`src/rtl/uart_pkg.sv`:
```
// Shared constants for the UART transmitter: parity modes, FSM encoding and
// a helper that gives the frame length in clock cycles.
package uart_pkg;

    localparam int PARITY_NONE = 0;
    localparam int PARITY_EVEN = 1;
    localparam int PARITY_ODD  = 2;

    localparam logic [2:0] S_IDLE   = 3'd0;
    localparam logic [2:0] S_START  = 3'd1;
    localparam logic [2:0] S_DATA   = 3'd2;
    localparam logic [2:0] S_PARITY = 3'd3;
    localparam logic [2:0] S_STOP   = 3'd4;

    typedef enum logic [2:0] {
        ST_IDLE   = S_IDLE,
        ST_START  = S_START,
        ST_DATA   = S_DATA,
        ST_PARITY = S_PARITY,
        ST_STOP   = S_STOP
    } state_t;

    function automatic int frame_cycles(input int data_bits, input int parity,
                                        input int stop_bits, input int clks_per_bit);
        return (1 + data_bits + ((parity != PARITY_NONE) ? 1 : 0) + stop_bits) * clks_per_bit;
    endfunction

endpackage

```
`src/rtl/sync_fifo.sv`:
```
// Single-clock FIFO with occupancy count; read data is the head word, shown
// combinationally so a pop consumes exactly what was presented.
module sync_fifo #(
    parameter int WIDTH = 8,
    parameter int DEPTH = 16
) (
    input  logic                     clk,
    input  logic                     rst,
    input  logic                     push,
    input  logic [WIDTH-1:0]         wdata,
    input  logic                     pop,
    output logic [WIDTH-1:0]         rdata,
    output logic                     full,
    output logic                     empty,
    output logic [$clog2(DEPTH):0]   count
);
    localparam int AW = $clog2(DEPTH);
    localparam int CW = AW + 1;

    logic [WIDTH-1:0] mem [DEPTH];
    logic [AW-1:0]    wptr, rptr;
    logic             wr, rd;

    assign full  = (count == CW'(DEPTH));
    assign empty = (count == '0);
    assign wr    = push && !full;
    assign rd    = pop && !empty;
    assign rdata = mem[rptr];

    always_ff @(posedge clk) begin
        if (wr) mem[wptr] <= wdata;
    end

    // Pointers wrap naturally because DEPTH is a power of two.
    always_ff @(posedge clk or negedge rst) begin
        if (!rst) begin
            wptr  <= '0;
            rptr  <= '0;
            count <= '0;
        end else begin
            if (wr) wptr <= wptr + 1'b1;
            if (rd) rptr <= rptr + 1'b1;
            case ({wr, rd})
                2'b10:   count <= count + 1'b1;
                2'b01:   count <= count - 1'b1;
                default: count <= count;
            endcase
        end
    end

endmodule

```
`src/rtl/uart_frame_tx.sv`:
```
// UART transmitter: queued words are serialised LSB first with optional parity
// and one or two stop bits; frames run back to back while the FIFO has data.
module uart_frame_tx
    import uart_pkg::*;
#(
    parameter int DATA_BITS    = 8,
    parameter int CLKS_PER_BIT = 5208,
    parameter int PARITY       = 0,
    parameter int STOP_BITS    = 1,
    parameter int DEPTH        = 16
) (
    input  logic                   clk,
    input  logic                   rst,
    input  logic [DATA_BITS-1:0]   i_data,
    input  logic                   i_valid,
    output logic                   o_ready,
    output logic                   o_overflow,
    output logic [$clog2(DEPTH):0] o_count,
    output logic                   o_busy,
    output logic                   o_frame_done,
    output logic                   o_tx_data
);
    localparam int CNT_W = $clog2(CLKS_PER_BIT);
    localparam logic [CNT_W-1:0] CNT_MAX   = CNT_W'(CLKS_PER_BIT - 1);
    localparam logic [3:0]       LAST_BIT  = 4'(DATA_BITS - 1);
    localparam logic [3:0]       LAST_STOP = 4'(STOP_BITS - 1);

    state_t               state, state_n;
    logic [CNT_W-1:0]     cnt, cnt_n;
    logic [3:0]           idx, idx_n;
    logic [DATA_BITS-1:0] sh, sh_n, rdata;
    logic                 par, par_n, tx_n;
    logic                 full, empty, pop, load, bit_end;

    sync_fifo #(.WIDTH(DATA_BITS), .DEPTH(DEPTH)) u_fifo (
        .clk   (clk),
        .rst   (rst),
        .push  (i_valid),
        .wdata (i_data),
        .pop   (pop),
        .rdata (rdata),
        .full  (full),
        .empty (empty),
        .count (o_count)
    );

    assign o_ready = !full;
    assign o_busy  = (state != ST_IDLE);
    assign bit_end = (cnt == CNT_MAX);

    always_comb begin
        state_n      = state;
        cnt_n        = cnt;
        idx_n        = idx;
        sh_n         = sh;
        par_n        = par;
        tx_n         = o_tx_data;
        load         = 1'b0;
        pop          = 1'b0;
        o_frame_done = 1'b0;
        if (state != ST_IDLE) cnt_n = bit_end ? '0 : cnt + 1'b1;
        case (state)
            ST_IDLE: if (!empty) load = 1'b1;
            ST_START: if (bit_end) begin
                tx_n    = sh[0];
                sh_n    = sh >> 1;
                idx_n   = '0;
                state_n = ST_DATA;
            end
            ST_DATA: if (bit_end) begin
                if (idx == LAST_BIT) begin
                    idx_n = '0;
                    if (PARITY != PARITY_NONE) begin
                        tx_n    = par;
                        state_n = ST_PARITY;
                    end else begin
                        tx_n    = 1'b1;
                        state_n = ST_STOP;
                    end
                end else begin
                    idx_n = idx + 4'd1;
                    tx_n  = sh[0];
                    sh_n  = sh >> 1;
                end
            end
            ST_PARITY: if (bit_end) begin
                tx_n    = 1'b1;
                idx_n   = '0;
                state_n = ST_STOP;
            end
            ST_STOP: if (bit_end) begin
                if (idx == LAST_STOP) begin
                    o_frame_done = 1'b1;
                    if (!empty) load = 1'b1;
                    else        state_n = ST_IDLE;
                end else begin
                    idx_n = idx + 4'd1;
                end
            end
            default: state_n = ST_IDLE;
        endcase
        // Popping straight from the last stop cycle gives gap-free frames.
        if (load) begin
            pop     = 1'b1;
            sh_n    = rdata;
            par_n   = (^rdata) ^ (PARITY == PARITY_ODD);
            tx_n    = 1'b0;
            cnt_n   = '0;
            state_n = ST_START;
        end
    end

    always_ff @(posedge clk or negedge rst) begin
        if (!rst) begin
            state      <= ST_IDLE;
            cnt        <= '0;
            idx        <= '0;
            sh         <= '0;
            par        <= 1'b0;
            o_tx_data  <= 1'b1;
            o_overflow <= 1'b0;
        end else begin
            state      <= state_n;
            cnt        <= cnt_n;
            idx        <= idx_n;
            sh         <= sh_n;
            par        <= par_n;
            o_tx_data  <= tx_n;
            o_overflow <= i_valid && full;
        end
    end

endmodule

```
`config.mk`:
```
export PLATFORM = sky130hd
export DESIGN_NAME = uart_frame_tx
export DESIGN_NICKNAME = d
export VERILOG_FILES = /design/src/rtl/uart_pkg.sv /design/src/rtl/sync_fifo.sv /design/src/rtl/uart_frame_tx.sv
export SDC_FILE = /design/constraint.sdc
export NUM_CORES = 1
export LEC_CHECK = 0
export CAP_MARGIN = 20
export CORE_MARGIN = 10
export CORE_UTILIZATION = 45
export DETAILED_ROUTE_END_ITERATION = 12
export PLACE_DENSITY = 0.64
export SLEW_MARGIN = 20
export SYNTH_ARGS = -nofsm -noshare
export SYNTH_HDL_FRONTEND = slang
export SYNTH_SLANG_ARGS = --single-unit
```
`constraint.sdc`:
```
create_clock -name clk -period 9.3 [get_ports clk]
set_input_delay 2.325 -clock clk [delete_from_list [all_inputs] [get_ports clk]]
set_output_delay 2.325 -clock clk [all_outputs]
set_load 0.005 [all_outputs]
```
==> flow_summary.toml <==
[status]
outcome = "completed"

[route]
postRouteAntennaNets = 0
topRoutingLayerUsed = "met4"
number_of_vias_per_cell_after_detailed_routing = 5.51
route.final.wire_length_um = 14000
remaining_drc_errors = 0
route.met3.wl_um = 642
vias = 3958
detailroute.wirelength.met2_um = 6880
detail_route.first_pass.iterations = 4
wl_met1_um = 6430
detail_route.iter0.violations = 462
average_wire_per_standard_cell_um = 19.6

[timing]
count_of_pins_over_their_slew_limit = 0
measured_slew_at_the_worst_slew_check_pin_ns = 1.08
timing.final.setup_violations = 0
worst_slew_margin_rel_pct = 28.3
finalSetupTns_ns = 0
final.setup_skew_ns = 0.00948
timing.final.hold_violations = 0
layout_min_cycle_time_ns = 4.89
fin_crit_sh_pct = 52.6
grt_setup_unrepaired = "no"
fmax_mhz = 205

[power]
irDropWorstVdd_mv = 0.176
power_frac_clock_pct = 39.1
power_switching_share_pct = 24.9
netSwitchingPower_uw = 467
seq_power_share_pct = 50.9
cellPowerDensity_nw_per_um2 = 227
p_leak_nw = 2.82
internal-power_mw = 1.41
power.combinational.fraction_pct = 9.9

[floorplan]
floorplan.initialDensity_pct = 45.7
die-area_um2 = 21500
die_y_um = 147
die_x_um = 147
num_rows = 46
core_region_area_um2 = 15800
io_pins = 21

[clock_tree]
cts.sinks = 171
max-clock-path-buffers = 2
cts_tree = "done"
numCtsBuffers = 17
worst_skew_late_latency_ns = 0.42
cts-root-buf = "clkbuf_16"
cts.reportedPaths.clkPinSlew_ns = 0.07
number_of_h_tree_levels = 4
cts_resized = 0
ctsHoldBuffers = 0
post_cts.repair.setup_buffers = 0

[setup_path]
crit_path_category = "reg2out"
worst_ep_required_ns = 6.98
critical_path_arrival_ns = 2.56
worst-r2r-setup-slack_ns = 5.69
critical_path.endpoint_type = "output port"
worst_path_max_delay_cell = "or4bb_1"
crit_path_max_fanout = 11
worst_setup_path_start_kind = "flip-flop"
max_stage_delay_ns = 0.53
path_cells = "or4bb_1 > or3_4 > nor3_1 > clkdlybuf4s50_1"

[synthesis]
post_synth_instance_area_um2 = 7230
postSynthCellCount = 470
seq_area_frac_synth_pct = 68.1
ys_types = 56
synth.ff_latch_count = 171
synthFlopType = "edfxtp_1"
synth.avg_cell_area_um2 = 15.4
post_synth_edffs = 128
postSynth.asyncResetShare_pct = 25.1
synth_nets = 492
ys.warnings.count = 0

[grt]
grt_util_all_layers_pct = 13.5
largest_net_degree_at_the_start_of_global_routing = 44
global_route.overflow_total = 0
first_global_vias = 4079
number_of_antenna_violations_at_the_first_check_in_global_routing = 0
grt_pass1_wl_um = 22700

[placed_design]
hpwl_um = 9030
globalplace.congestion = 0.807
io_buffer_count = 20
placedCellCount = 685

[cells_and_area]
drive_above_1_share_pct = 15.9
finalCoreUtilization_pct = 52.2
antennaDiodeCount = 0
area_growth_pct = 14.3
layout.cells.most_common_list = "128 x edfxtp_1, 41 x dfrtp_1, 40 x nand2_1"
fillers = 1299
final_cells = 718
commonest_non_fill_non_tap_cell_in_the_layout = "edfxtp_1"
finish.net_count = 511

[run]
cap_violations = 0

[worst_hold_path]
worstHoldPathType = "reg2reg"
layer usage:
layer  global-route usage [%]  up-vias
met3                     3.99       10
met2                     21.7      104
met4                     3.00        0
met1                     17.8     2000
met5                        0        -
li1                         -     1844
through the flow:
stage | hold slack [ns] | worst slack (ns) | power [mW] | instance area (um2)
2_1_floorplan | 0.485 | 5.08 | 1.07 | 7230
3_3_place_gp | 0.513 | 4.56 | 1.14 | 7610
3_5_place_dp | 0.530 | 4.52 | 1.16 | 7620
4_1_cts | 0.538 | 4.39 | 1.89 | 8230
5_1_grt | 0.554 | 4.31 | 1.96 | 8270
6_report | 0.533 | 4.41 | 1.88 | 8270
critical path, delay by kind of cell, from the launching register on:
family / cells / cell delay (ns)
flops: 1 / 0.41
buf+inv: 1 / 0.53
simple gates: 3 / 1.20
synth_stat cells, drive strengths merged, types with 2 or more instances:
cell,count,area share (%)
dfrtp,42,15
inv,10,0.52
and2,4,0.35
mux2i,13,1.8
nand2,40,2.1
xnor2,9,1.1
nor4,2,0.17
nand3,17,1.2
and4,2,0.24
o221a,6,0.93
or3,2,0.24
a21o,2,0.23
o21ai,15,1.0
a22oi,9,0.93
o2111ai,6,0.73
clkbuf,17,0.88
edfxtp,128,53
nor2,30,1.6
a31oi,3,0.26
nand3b,2,0.21
xor2,13,1.6
nor3,9,0.62
buf,6,0.47
nand2b,5,0.43
nand4,4,0.35
o31ai,3,0.31
mux4,26,8.1
a211oi,2,0.21
nor2b,4,0.35
mux2,3,0.47
o211ai,2,0.21
a21oi,7,0.48
ha,11,1.9
registers in the layout, summed over array words and instances, names as in the netlist:
name          cells
cnt              13
idx               4
o_overflow        1
o_tx_data         1
sh                8
state             3
u_fifo.count      5
u_fifo.mem      128
u_fifo.rptr       4
u_fifo.wptr       4
cell type report:
cell class                 count  area (um2)  area share [%]
clock buffer                  18         429            5.19
clock inverter                14         184            2.22
inverter                      10        37.5           0.454
multi-input combinational    266        2190            26.5
sequential                   171        4920            59.5
tap                          216         270            3.27
timing repair buffer          23         230            2.78
final timing paths:
path / startpoint / endpoint / cells after the start
max: cnt[5]$_DFFE_PN0P_ / o_frame_done / 4
min: sh[7]$_DFFE_PN0P_ / sh[7]$_DFFE_PN0P_ / 2
max reg2reg: cnt[5]$_DFFE_PN0P_ / u_fifo.count[4]$_DFFE_PN0P_ / 12
min reg2reg: sh[7]$_DFFE_PN0P_ / sh[7]$_DFFE_PN0P_ / 2
max in group asynchronous: rst / o_tx_data$_DFFE_PN1P_ / 2
min in group asynchronous: rst / o_overflow$_DFF_PN0_ / 1
cells by family (layout without fill, tap and decap cells):
logic type | Yosys count | after routing | share of synthesized area, %
flip-flops | 171 | 171 | 68.1
XOR/XNOR | 22 | 22 | 2.66
AND/OR/NAND/NOR | 129 | 129 | 8.70
AO/OA/AOI/OAI | 62 | 62 | 6.44
buffers and inverters | 33 | 65 | 1.87
adder cells (fa/ha/maj) | 11 | 11 | 1.90
multiplexers | 42 | 42 | 10.4
power groups by stage:
stage	Clock [mW]	Combinational (mW)	Sequential [mW]
floorplan	0	0.129	0.939
global placement	0	0.183	0.962
detailed placement	0	0.188	0.968
CTS	0.749	0.188	0.953
global route	0.785	0.208	0.963
finish	0.735	0.186	0.956
(Power assumes the default switching activity.)
